### src/rtl/adc_front_pkg.sv
// Shared constants and sample helpers for the ADC front end.
package adc_front_pkg;

    localparam int NCH_DEF      = 2;
    localparam int WIDTH_DEF    = 16;
    localparam int OVR_HOLD_DEF = 4096;
    localparam int PEAK_WIN_DEF = 1024;
    // Widest supported sample; helpers work on zero-extended values this wide.
    localparam int MAXW         = 24;

    // Undo ADC output randomization: when enabled and the LSB is set, every
    // bit above the LSB was XORed with it, so flip them back.
    function automatic logic [MAXW-1:0] derandomize(input logic [MAXW-1:0] s,
                                                     input logic            mode,
                                                     input int              w);
        logic [MAXW-1:0] flip;
        flip = '0;
        for (int i = 1; i < MAXW; i++) begin
            if (i < w) flip[i] = 1'b1;
        end
        return (mode && s[0]) ? (s ^ flip) : s;
    endfunction

    // |s| of a w-bit two's-complement value; the most-negative code has no
    // positive twin, so it clips to the largest positive magnitude.
    function automatic logic [MAXW-1:0] sat_abs(input logic [MAXW-1:0] s,
                                                 input int              w);
        logic [MAXW-1:0] mask;
        logic [MAXW-1:0] msb;
        logic [MAXW-1:0] neg;
        logic [MAXW-1:0] r;
        mask = '0;
        for (int i = 0; i < MAXW; i++) begin
            if (i < w) mask[i] = 1'b1;
        end
        msb = mask ^ (mask >> 1);
        neg = (~s + MAXW'(1)) & mask;
        if ((s & msb) == '0)  r = s & mask;
        else if (neg == msb)  r = mask >> 1;
        else                  r = neg;
        return r;
    endfunction

endpackage

### src/rtl/adc_derand_lane.sv
// One ADC channel: input register, de-randomizer, overrange stretcher and,
// when ADC_PEAK_HOLD_EN is defined, the per-window peak magnitude tracker.
module adc_derand_lane
    import adc_front_pkg::*;
#(
    parameter int WIDTH    = WIDTH_DEF,
    parameter int OVR_HOLD = OVR_HOLD_DEF
) (
    input  logic             clock,
    input  logic             reset_n,
    input  logic             in_valid_i,
    input  logic [WIDTH-1:0] data_i,
    input  logic             ovr_i,
    input  logic             s1_valid_i,
    input  logic             s1_mode_i,
    input  logic             win_last_i,
    output logic [WIDTH-1:0] out_data_o,
    output logic             ovr_flag_o,
    output logic [WIDTH-2:0] peak_o
);

    localparam int CW = $clog2(OVR_HOLD);

    logic [WIDTH-1:0] s1_data_q;
    logic [WIDTH-1:0] out_data_q;
    logic [WIDTH-1:0] derand_s;
    logic [MAXW-1:0]  s1_ext;
    logic [MAXW-1:0]  derand_ext;
    logic [CW-1:0]    cnt_q, cnt_d;
    logic             flag_q, flag_d;

    // Stage 1 sample capture; held between valid samples.
    always_ff @(posedge clock or negedge reset_n) begin
        if (!reset_n)        s1_data_q <= '0;
        else if (in_valid_i) s1_data_q <= data_i;
    end

    // De-randomize the stage 1 sample with the mode captured alongside it.
    always_comb begin
        s1_ext              = '0;
        s1_ext[WIDTH-1:0]   = s1_data_q;
        derand_ext          = derandomize(s1_ext, s1_mode_i, WIDTH);
        derand_s            = derand_ext[WIDTH-1:0];
    end

    // Stage 2 output register; holds its value while out_valid is low.
    always_ff @(posedge clock or negedge reset_n) begin
        if (!reset_n)        out_data_q <= '0;
        else if (s1_valid_i) out_data_q <= derand_s;
    end

    // Overrange stretch: flag goes high the clock after a trigger and stays
    // high while the counter still had time left, giving OVR_HOLD cycles.
    always_comb begin
        cnt_d  = (cnt_q != '0) ? cnt_q - CW'(1) : '0;
        flag_d = (cnt_q != '0);
        if (in_valid_i && ovr_i) begin
            cnt_d  = CW'(OVR_HOLD - 1);
            flag_d = 1'b1;
        end
    end

    // Overrange counter and flag registers.
    always_ff @(posedge clock or negedge reset_n) begin
        if (!reset_n) begin
            cnt_q  <= '0;
            flag_q <= 1'b0;
        end else begin
            cnt_q  <= cnt_d;
            flag_q <= flag_d;
        end
    end

    assign out_data_o = out_data_q;
    assign ovr_flag_o = flag_q;

`ifdef ADC_PEAK_HOLD_EN
    logic [MAXW-1:0]  mag_ext;
    logic [WIDTH-2:0] mag, run_max, max_q, peak_q;

    // Magnitude of the sample entering the output stage and running max.
    always_comb begin
        mag_ext = sat_abs(derand_ext, WIDTH);
        mag     = mag_ext[WIDTH-2:0];
        run_max = (mag > max_q) ? mag : max_q;
    end

    // Track the window max; publish and clear on the window's last sample.
    always_ff @(posedge clock or negedge reset_n) begin
        if (!reset_n) begin
            max_q  <= '0;
            peak_q <= '0;
        end else if (s1_valid_i) begin
            if (win_last_i) begin
                peak_q <= run_max;
                max_q  <= '0;
            end else begin
                max_q  <= run_max;
            end
        end
    end

    assign peak_o = peak_q;
`else
    assign peak_o = '0;
`endif

endmodule

### src/rtl/adc_derand_multi.sv
// Multi-channel ADC de-randomizer. Owns the mode synchronizer, mode register,
// valid pipeline and peak window counter; per-channel work lives in the lanes.
// Define ADC_PEAK_HOLD_EN to build the peak tracker; otherwise peak outputs are 0.
module adc_derand_multi
    import adc_front_pkg::*;
#(
    parameter int NCH      = NCH_DEF,
    parameter int WIDTH    = WIDTH_DEF,
    parameter int OVR_HOLD = OVR_HOLD_DEF,
    parameter int PEAK_WIN = PEAK_WIN_DEF
) (
    input  logic                     clock,
    input  logic                     reset_n,
    input  logic                     random,
    input  logic                     in_valid,
    input  logic [NCH*WIDTH-1:0]     adc_data,
    input  logic [NCH-1:0]           adc_ovr,
    output logic                     out_valid,
    output logic [NCH*WIDTH-1:0]     out_data,
    output logic [NCH-1:0]           ovr_flag,
    output logic [NCH*(WIDTH-1)-1:0] peak_data,
    output logic                     peak_valid
);

    localparam int STAGES = 2;

    logic              sync1_q, sync2_q;
    logic              mode_q, mode_d;
    logic              s1_mode_q;
    logic [STAGES:0]   vld_pipe;
    logic [STAGES:1]   vld_pipe_q;
    logic              win_last;

    // Two-flop synchronizer for the asynchronous mode input.
    always_ff @(posedge clock or negedge reset_n) begin
        if (!reset_n) begin
            sync1_q <= 1'b0;
            sync2_q <= 1'b0;
        end else begin
            sync1_q <= random;
            sync2_q <= sync1_q;
        end
    end

    // Mode only moves on sample boundaries; the accepted sample uses the
    // value latched on its own cycle.
    assign mode_d   = in_valid ? sync2_q : mode_q;
    assign vld_pipe = {vld_pipe_q, in_valid};

    // Mode register, stage 1 mode tag and valid shift register.
    always_ff @(posedge clock or negedge reset_n) begin
        if (!reset_n) begin
            mode_q     <= 1'b0;
            s1_mode_q  <= 1'b0;
            vld_pipe_q <= '0;
        end else begin
            mode_q     <= mode_d;
            s1_mode_q  <= mode_d;
            vld_pipe_q <= vld_pipe[STAGES-1:0];
        end
    end

    assign out_valid = vld_pipe_q[STAGES];

`ifdef ADC_PEAK_HOLD_EN
    localparam int WW = $clog2(PEAK_WIN);
    logic [WW-1:0] win_cnt_q;
    logic          peak_valid_q;

    assign win_last = (win_cnt_q == WW'(PEAK_WIN - 1));

    // Count samples entering the output stage; pulse on the window's last.
    always_ff @(posedge clock or negedge reset_n) begin
        if (!reset_n) begin
            win_cnt_q    <= '0;
            peak_valid_q <= 1'b0;
        end else begin
            peak_valid_q <= vld_pipe_q[1] && win_last;
            if (vld_pipe_q[1]) win_cnt_q <= win_last ? '0 : win_cnt_q + WW'(1);
        end
    end

    assign peak_valid = peak_valid_q;
`else
    assign win_last   = 1'b0;
    assign peak_valid = 1'b0;
`endif

    for (genvar c = 0; c < NCH; c++) begin : g_lane
        adc_derand_lane #(
            .WIDTH    (WIDTH),
            .OVR_HOLD (OVR_HOLD)
        ) u_lane (
            .clock      (clock),
            .reset_n    (reset_n),
            .in_valid_i (in_valid),
            .data_i     (adc_data[c*WIDTH +: WIDTH]),
            .ovr_i      (adc_ovr[c]),
            .s1_valid_i (vld_pipe_q[1]),
            .s1_mode_i  (s1_mode_q),
            .win_last_i (win_last),
            .out_data_o (out_data[c*WIDTH +: WIDTH]),
            .ovr_flag_o (ovr_flag[c]),
            .peak_o     (peak_data[c*(WIDTH-1) +: WIDTH-1])
        );
    end

endmodule

### config.mk
export PLATFORM = sky130hd
export DESIGN_NAME = adc_derand_multi
export DESIGN_NICKNAME = d
export VERILOG_FILES = /design/src/rtl/adc_front_pkg.sv /design/src/rtl/adc_derand_lane.sv /design/src/rtl/adc_derand_multi.sv
export SDC_FILE = /design/constraint.sdc
export NUM_CORES = 1
export LEC_CHECK = 0
export ABC_CLOCK_PERIOD_IN_PS = 2000
export BUFFER_PORTS_ARGS = -buffer_cell sky130_fd_sc_hd__buf_2
export CORE_MARGIN = 5
export CORE_UTILIZATION = 50
export DETAILED_ROUTE_END_ITERATION = 16
export PLACE_DENSITY = 0.76
export SYNTH_ARGS = -nofsm -noshare
export SYNTH_HDL_FRONTEND = slang
export SYNTH_SLANG_ARGS = --single-unit
### constraint.sdc
create_clock -name clock -period 2 [get_ports clock]
set_input_delay 0.4 -clock clock [delete_from_list [all_inputs] [get_ports clock]]
set_output_delay 0.4 -clock clock [all_outputs]
set_load 0.02 [all_outputs]
==> impl_metrics.toml, run 1 <==
[grt]
track_usage = 0.1568
grt-ovfl-total = 0
grt_pass1_wl_um = 12760
antenna_found_initial = 0
grt_max_degree = 54
grt_pass1_vias = 2680

[synth]
ys_top_cells_by_count = "95 x dfrtp_1, 39 x nor2_1, 35 x mux2_2, 34 x xor2_1, 33 x buf_4"
synth_area_per_cell_um2 = 11.41
yosysMostFrequentCell = "dfrtp_1"
ys_top_cells_by_area = "dfrtp_1 56%, mux2_2 9.3%, xor2_1 7.1%, buf_4 5.9%, a21oi_1 3.6%"
synth-seq-cells = 95
yosys.cell_types.count = 33
synth_seq_area_share = 0.5631
ys.flop_type = "dfrtp_1"
synth_edf_count = 0
synthCells = 370
postSynth.asyncResetShare = 1.000
synth_area_um2 = 4222
yosysWarnings = 0
yosysTopAreaCell = "dfrtp_1"
synth_top_area_frac = 0.5631

[power_and_ir_drop]
total_power_mw = 4.421
peakVddDrop_mv = 0.3962
powerDensity_nw_per_um2 = 910.1
power.leakage_nw = 2.122

[clock_tree]
cts.reportedPaths.clkPinSlew_ns = 0.09
post-cts-setup-buffers = 0
cts_sinks = 95
cts_buffer_depth = 2
cts_buffers = 9
cts_tree = "yes"
clk_latency_ns = 0.35
ctsRootBufferMaster = "clkbuf_8"
htreeDepth = 3

[die]
placementRows = 33
die_area_um2 = 10380
io_pins = 104
start_util = 0.5138
die_x_um = 101.9
die_y_um = 101.9
coreArea_um2 = 8217

[sta]
slew_viol_final = 0
fmax_mhz = 540.5
timing.slew.headroom = 0.6613
hold_viol = 0
rsz0062_at_grt = "false"
skew_ns = 0.01172
finalSetupViolCount = 0
tns_ns = 0
min_period_over_period = 0.9250
worstMarginPinSlew_ns = 0.5081
fin_crit_ns = 1.850

[layout]
seq_area_um2 = 2379
drive_gt1_frac = 0.3119
antenna-diode-count = 0
fillers = 707
finish.net_count = 489
multi_input_area_um2 = 1632
area_growth_pct = 15.09

[routing]
antenna_left = 0
firstDrtPassIters = 4
drt_iter0_drc = 65
vias_per_cell = 4.926
via_count = 2744
wl_per_cell_um = 14.06
totalWireLength_um = 7831
drc = 0

[setup_path]
critical_path_peak_fanout = 4
reg2reg_from = "g_lane[1].u_lane.cnt_q[0]"
arrival_ns = 2.10
path_class = "flop to flop"
startpoint_type = "flop"
crit_start = "g_lane[1].u_lane.cnt_q[0]"
slowest_delay_ns = 0.63
r2r_end = "g_lane[1].u_lane.cnt_q[8]"
end_kind = "flop"
required_ns = 2.25
r2r_cells = 6
slowest_stage = "or4b_2"
rrSetupSlack_ns = 0.15
worstPathCellList = "inv_1, ha_1, or4b_2, o41ai_2, nand3_1, and2_1"

[worst_hold_path]
hold_path.class = "input port to flop"
min_to = "sync1_q"
min_from = "random"
whs_path_depth = 1

[run]
cap_violations = 0

[outcome]
status = "finished, final reports clean"

[place]
hpwl_um = 5508
routabilityCongestion = 0.8717
io_buffers = 72
metrics by stage:
step           hold slack, ns    util  worst slack [ns]  cells  area [um^2]
6_report               0.1647  0.5913            0.1500    557         4858
5_1_grt                0.1410  0.5913          0.007481    557         4858
4_1_cts                0.1565  0.5904           0.09855    557         4851
3_5_place_dp           0.3070  0.5660            0.1175    540         4651
3_3_place_gp           0.3072  0.5660            0.1780    540         4651
2_1_floorplan          0.1044       -            0.1661    400         4334
registers in the layout, summed over array words and instances, names as in the netlist:
name                      flops
g_lane.u_lane.cnt_q          24
g_lane.u_lane.out_data_o     32
g_lane.u_lane.ovr_flag_o      2
g_lane.u_lane.s1_data_q      32
mode_q                        1
sync1_q                       1
sync2_q                       1
vld_pipe_q                    2
cell type report:
cell class | instances | share of cell area
clock inverters | 6 | 0.01082
repair buffers | 86 | 0.1046
flip-flops and latches | 95 | 0.4896
well taps | 105 | 0.02704
inverters | 5 | 0.003863
clock buffers | 10 | 0.02833
multi-input cells | 250 | 0.3358
how the worst max path moves through the flow:
stage                     cells after the start                   endpoint  slack [ns]
final                                         6  g_lane[1].u_lane.cnt_q[8]        0.15
after global routing                          6  g_lane[1].u_lane.cnt_q[8]       0.007
after CTS                                     6  g_lane[1].u_lane.cnt_q[8]         0.1
after detailed placement                      6  g_lane[1].u_lane.cnt_q[8]        0.12
after global placement                        6  g_lane[1].u_lane.cnt_q[8]        0.18
after floorplan                               6  g_lane[1].u_lane.cnt_q[8]        0.17
logic make-up (layout without fill, tap and decap cells):
family / Yosys count / in the layout / share of synthesized area
and+or+nand+nor: 83 / 83 / 0.09396
DFF: 95 / 95 / 0.5631
muxes: 37 / 37 / 0.09810
other: 1 / 31 / 0.0008883
buffers and inverters: 55 / 107 / 0.07884
xor gates and xnor gates: 43 / 43 / 0.08921
adders and majority gates: 4 / 4 / 0.01186
AOI/OAI and AO/OA: 52 / 52 / 0.06402
layout by cell type (no fill, tap or decap), types with 2 or more instances in the layout:
cell,Yosys,routed
a21oi_1,30,30
buf_12,0,3
buf_2,2,71
buf_4,33,11
clkbuf_8,0,10
clkinvlp_4,0,2
conb_1,1,31
dfrtp_1,95,94
ha_1,4,4
inv_1,5,5
inv_6,0,2
mux2_2,35,35
mux2i_1,2,2
nand2_1,13,13
nand3_1,8,8
nor2_1,39,39
nor3_1,6,6
nor4_1,3,3
o21ai_0,19,19
or4_1,2,2
or4_4,2,2
xnor2_1,9,9
xor2_1,34,34
repair_timing:
action                                 4_1_cts  5_1_grt
resized for setup                            0        1
hold buffers                                 1        0
endpoints found under the hold margin       20        0
setup endpoints to repair                    0        1
metal layers:
metal | GRT usage | wire [um] | part of all wire | up-vias
met5 | 0 | 0 | 0 | -
met4 | 0.04844 | 60 | 0.0077 | 0
met3 | 0.03823 | 465 | 0.059 | 6
met2 | 0.2495 | 3834 | 0.49 | 66
met1 | 0.2148 | 3471 | 0.44 | 1341
li1 | - | - | - | 1331
report_power, final:
| group | switching (mW) | internal, mW |
|---|---|---|
| Clock | 0.692 | 0.506 |
| Combinational | 0.520 | 0.358 |
| Sequential | 0.180 | 2.17 |
critical path: cells and delay by family (launching register included):
family                     cells  cell delay, ns
adders and majority gates      1            0.17
DFF                            1            0.40
buffers and inverters          1            0.09
AOI/OAI and AO/OA              1            0.21
and+or+nand+nor                3            0.88
Note: power is estimated with default switching activity, not from simulation.
==> run 2, diff against run 1 <==
--- a/config.mk
+++ b/config.mk
@@ -5,12 +5,13 @@
 export SDC_FILE = /design/constraint.sdc
 export NUM_CORES = 1
 export LEC_CHECK = 0
-export ABC_CLOCK_PERIOD_IN_PS = 2000
+export ABC_CLOCK_PERIOD_IN_PS = 2300
 export BUFFER_PORTS_ARGS = -buffer_cell sky130_fd_sc_hd__buf_2
 export CORE_MARGIN = 5
 export CORE_UTILIZATION = 50
 export DETAILED_ROUTE_END_ITERATION = 16
 export PLACE_DENSITY = 0.76
+export SLEW_MARGIN = 15
 export SYNTH_ARGS = -nofsm -noshare
 export SYNTH_HDL_FRONTEND = slang
 export SYNTH_SLANG_ARGS = --single-unit
==> constraint.sdc (replaced) <==
create_clock -name clock -period 2.3 [get_ports clock]
set_input_delay 0.46 -clock clock [delete_from_list [all_inputs] [get_ports clock]]
set_output_delay 0.46 -clock clock [all_outputs]
set_load 0.02 [all_outputs]
==> impl_metrics.toml, run 2 (synthesized netlist as in run 1, its figures left out) <==
[clock_tree]
cts_sinks = 95
cts_resized = 0
cts.reportedPaths.clkPinSlew_ns = 0.09
clk_latency_ns = 0.35
cts_buffer_depth = 2
ctsRootBufferMaster = "clkbuf_8"
cts_tree = "yes"
postCtsHoldBufs = 0
cts_buffers = 9
post-cts-setup-buffers = 0
htreeDepth = 3

[layout]
finish.net_count = 482
drive_gt1_frac = 0.3011
antenna-diode-count = 0
fillers = 715
mostFrequentLayoutCell = "dfrtp_1"
layout_common_cells = "94 x dfrtp_1, 71 x buf_2, 39 x nor2_1"
area_growth_pct = 14.20

[setup_path]
slowest_delay_ns = 0.64
crit_cells = 6
required_ns = 2.54
crit_family = "simple AND/OR/NAND/NOR gates"
end_kind = "flop"
worstPathCellList = "inv_1, ha_1, or4b_2, o41ai_1, nand3_1, and2_1"
path_class = "flop to flop"
arrival_ns = 2.24
r2r_cells = 6
startpoint_type = "flop"
critical_path_peak_fanout = 4
slowest_stage = "or4b_2"
worstPathBufferInverterCount = 1

[worst_hold_path]
hold_path.class = "input port to asynchronous set/reset pin"

[sta]
fin_crit_ns = 2.002
fmax_mhz = 499.5
worstMarginPinSlew_ns = 0.5471
timing.slew.headroom = 0.6319
rsz0062_at_grt = "false"
setup_slack_ns = 0.2980
min_period_over_period = 0.8704
tns_ns = 0
hold_viol = 0
finalSetupViolCount = 0
skew_ns = 0.01191
slew_viol_final = 0

[place]
hpwl_um = 5391
io_buffers = 72
place_ws_ns = 0.3001
routabilityCongestion = 0.7950

[routing]
wl_met3_um = 510
wl_met2_um = 3595
drt_iter0_drc = 88
firstDrtPassIters = 4
via_count = 2694
antenna_left = 0
met1_length_um = 3496
totalWireLength_um = 7616
vias_per_cell = 4.898
wl_per_cell_um = 13.85
drc = 0
highest_layer = "met4"

[grt]
grt_pass1_wl_um = 12720
grt_max_degree = 45
grt-ovfl-total = 0
antenna_found_initial = 0
grt_pass1_vias = 2712
track_usage = 0.1573

[die]
die_x_um = 101.9
placementRows = 33
die_y_um = 101.9
coreArea_um2 = 8217
io_pins = 104
start_util = 0.5138
die_area_um2 = 10380

[run]
cap_violations = 0

[power_and_ir_drop]
power.leakage_nw = 2.095
peakVddDrop_mv = 0.4144
powerDensity_nw_per_um2 = 816.0

[outcome]
status = "finished, final reports clean"
-- run 2: changes by cell type in the layout (fill, tap and decap cells not counted) --
| cell | change |
|---|---|
| o41ai_2 | -1 |
| o41ai_1 | +1 |
| bufinv_16 | +1 |
| dlygate4sd3_1 | -1 |
| clkbuf_8 | +1 |
| inv_8 | -1 |
| clkinvlp_4 | -1 |
| buf_4 | -6 |
-- run 2: per-stage QoR --
stage	area (um^2)	power, mW	utilization	std cells	hold WS (ns)
6_report	4821	3.934	0.5867	550	0.05181
5_1_grt	4821	4.173	0.5867	550	0.05301
3_3_place_gp	4606	2.807	0.5605	534	0.3349
4_1_cts	4821	3.997	0.5867	550	0.04815
3_5_place_dp	4606	2.841	0.5605	534	0.3364
2_1_floorplan	4334	2.599	-	400	0.1644
-- run 2: per-layer routing --
metal / global-route usage / up-vias
met4: 0.04238 / 0
met1: 0.2200 / 1294
li1: - / 1324
met5: 0 / -
met3: 0.04369 / 2
met2: 0.2445 / 74
-- run 2: final timing paths --
path                                                        to  slack [ns]                       from
max in group asynchronous       g_lane[0].u_lane.s1_data_q[13]        1.57                    reset_n
worst min-delay path            g_lane[1].u_lane.s1_data_q[12]        0.05                    reset_n
worst max register to register       g_lane[1].u_lane.cnt_q[8]        0.30  g_lane[1].u_lane.cnt_q[0]
worst max-delay path                 g_lane[1].u_lane.cnt_q[8]        0.30  g_lane[1].u_lane.cnt_q[0]
worst min register to register                         sync2_q        0.35                    sync1_q
min in group clock                                     sync1_q        0.23                     random
-- run 2: layout make-up --
| type | count | area [um^2] | area share |
|---|---|---|---|
| Clock inverter | 5 | 63.81 | 0.01324 |
| Tap cell | 105 | 131.4 | 0.02725 |
| Sequential cell | 95 | 2379 | 0.4934 |
| Timing Repair Buffer | 79 | 452.9 | 0.09395 |
| Multi-Input combinational cell | 250 | 1624 | 0.3369 |
| Clock buffer | 11 | 151.4 | 0.03140 |
| Inverter | 5 | 18.77 | 0.003893 |
-- run 2: power breakdown --
group / total (mW) / switching [mW] / internal (mW)
clock network: 1.14 / 0.566 / 0.572
logic: 0.755 / 0.449 / 0.306
registers: 2.04 / 0.157 / 1.88
total: 3.93 / 1.17 / 2.76
==> run 3, diff against run 2 <==
--- a/config.mk
+++ b/config.mk
@@ -8,9 +8,9 @@
 export ABC_CLOCK_PERIOD_IN_PS = 2300
 export BUFFER_PORTS_ARGS = -buffer_cell sky130_fd_sc_hd__buf_2
 export CORE_MARGIN = 5
-export CORE_UTILIZATION = 50
+export CORE_UTILIZATION = 55
 export DETAILED_ROUTE_END_ITERATION = 16
-export PLACE_DENSITY = 0.76
+export PLACE_DENSITY = 0.82
 export SLEW_MARGIN = 15
 export SYNTH_ARGS = -nofsm -noshare
 export SYNTH_HDL_FRONTEND = slang
==> impl_metrics.toml, run 3 (synthesized netlist as in run 1, its figures left out) <==
[outcome]
status = "finished, final reports clean"

[setup_path]
r2r_end = "g_lane[1].u_lane.cnt_q[8]"
crit_family = "simple AND/OR/NAND/NOR gates"
startpoint_type = "flop"
endpoint = "g_lane[1].u_lane.cnt_q[8]"
required_ns = 2.55
slowest_stage = "or4b_2"
worstPathCellList = "inv_1, ha_1, or4b_2, o41ai_1, nand3_1, and2_1"
rrSetupSlack_ns = 0.32
path_class = "flop to flop"
end_kind = "flop"
r2r_cells = 6
critical_path_peak_fanout = 4
slowest_delay_ns = 0.62
crit_cells = 6
arrival_ns = 2.23
worstPathBufferInverterCount = 1
crit_start = "g_lane[1].u_lane.cnt_q[0]"
reg2reg_from = "g_lane[1].u_lane.cnt_q[0]"

[routing]
antenna_left = 0
totalWireLength_um = 7711
firstDrtPassIters = 4
via_count = 2749
vias_per_cell = 5.026
drc = 0
drt_iter0_drc = 96
wl_per_cell_um = 14.10

[sta]
finalSetupViolCount = 0
timing.slew.headroom = 0.4616
skew_ns = 0.01462
min_period_over_period = 0.8624
tns_ns = 0
hold_viol = 0
slew_viol_final = 0
timing.hold.ws_ns = 0.1066
setup_slack_ns = 0.3165
rsz0062_at_grt = "false"
fmax_mhz = 504.2
worstMarginPinSlew_ns = 0.8057
fin_crit_ns = 1.983

[grt]
antenna_found_initial = 0
grt-ovfl-total = 0
track_usage = 0.1683
grt_max_degree = 47
grt_pass1_vias = 2802
grt_pass1_wl_um = 13150

[clock_tree]
htreeDepth = 3
postCtsHoldBufs = 0
cts_buffer_depth = 2
cts_resized = 0
post-cts-setup-buffers = 0
clk_latency_ns = 0.36
cts_sinks = 95
cts_tree = "yes"
ctsRootBufferMaster = "clkbuf_8"
cts.reportedPaths.clkPinSlew_ns = 0.09
cts_buffers = 9

[layout]
design_area_um2 = 4758
finish.net_count = 483
area_growth_pct = 12.71
antenna-diode-count = 0
fin_util = 0.6255
mostFrequentLayoutCell = "dfrtp_1"
drive_gt1_frac = 0.3011
layout_common_cells = "94 x dfrtp_1, 71 x buf_2, 39 x nor2_1"

[place]
routabilityCongestion = 0.8242
io_buffers = 72
place_area_um2 = 4584
place_ws_ns = 0.3319
hpwl_um = 5474

[worst_hold_path]
hold_path.class = "input port to asynchronous set/reset pin"

[die]
die_x_um = 97.61
die_area_um2 = 9528
placementRows = 32
io_pins = 104
coreArea_um2 = 7607
die_y_um = 97.61
start_util = 0.5549

[run]
cap_violations = 0

[power_and_ir_drop]
powerDensity_nw_per_um2 = 798.8
power.leakage_nw = 2.067
peakVddDrop_mv = 0.3999
run 3: cell types whose count changed in the layout (fill, tap and decap cells not counted), sizes merged:
cell	previous run	this run
clkbuf	11	9
clkinv	1	0
bufinv	1	0
inv	7	9
buf	79	80
clkinvlp	1	2
run 3: report_power, final:
group          leakage, nW  switching [mW]  internal [mW]
logic                0.954           0.451          0.301
clock network       0.0831           0.606          0.403
registers             1.03           0.157           1.88
run 3: through the flow:
stage / power (mW) / instances
6_report: 3.801 / 547
5_1_grt: 4.005 / 547
4_1_cts: 3.843 / 547
3_5_place_dp: 2.835 / 532
3_3_place_gp: 2.797 / 532
2_1_floorplan: 2.599 / 400
run 3: worst reg2reg max path: stages (launching register included):
cell	delay, ns
dfrtp_1	0.42
inv_1	0.10
ha_1	0.22
or4b_2	0.62
o41ai_1	0.26
nand3_1	0.11
and2_1	0.15
run 3: how the worst min path moves through the flow:
stage | from | end | slack [ns] | cells past startpoint
2_1_floorplan | reset_n | g_lane[0].u_lane.cnt_q[0] | 0.16 | 0
3_3_place_gp | sync1_q | sync2_q | 0.37 | 0
3_5_place_dp | sync1_q | sync2_q | 0.37 | 0
4_1_cts | reset_n | g_lane[0].u_lane.cnt_q[8] | 0.11 | 1
5_1_grt | reset_n | g_lane[1].u_lane.s1_data_q[7] | 0.14 | 1
6_report | reset_n | g_lane[1].u_lane.out_data_o[6] | 0.11 | 1
run 3: cell type report:
cell class                 count  area (um^2)
clock buffer                   9        123.9
clock inverter                 6        50.05
fill                         618         2849
inverter                       5        18.77
multi-input combinational    250         1624
sequential                    95         2379
tap                          102        127.6
timing repair buffer          80        435.4
run 3: routing by layer:
layer	track usage	part of all wire	vias up
met5	0	0	-
met4	0.06177	0.015	0
met3	0.04020	0.054	12
met2	0.2715	0.48	82
met1	0.2219	0.45	1331
li1	-	-	1324
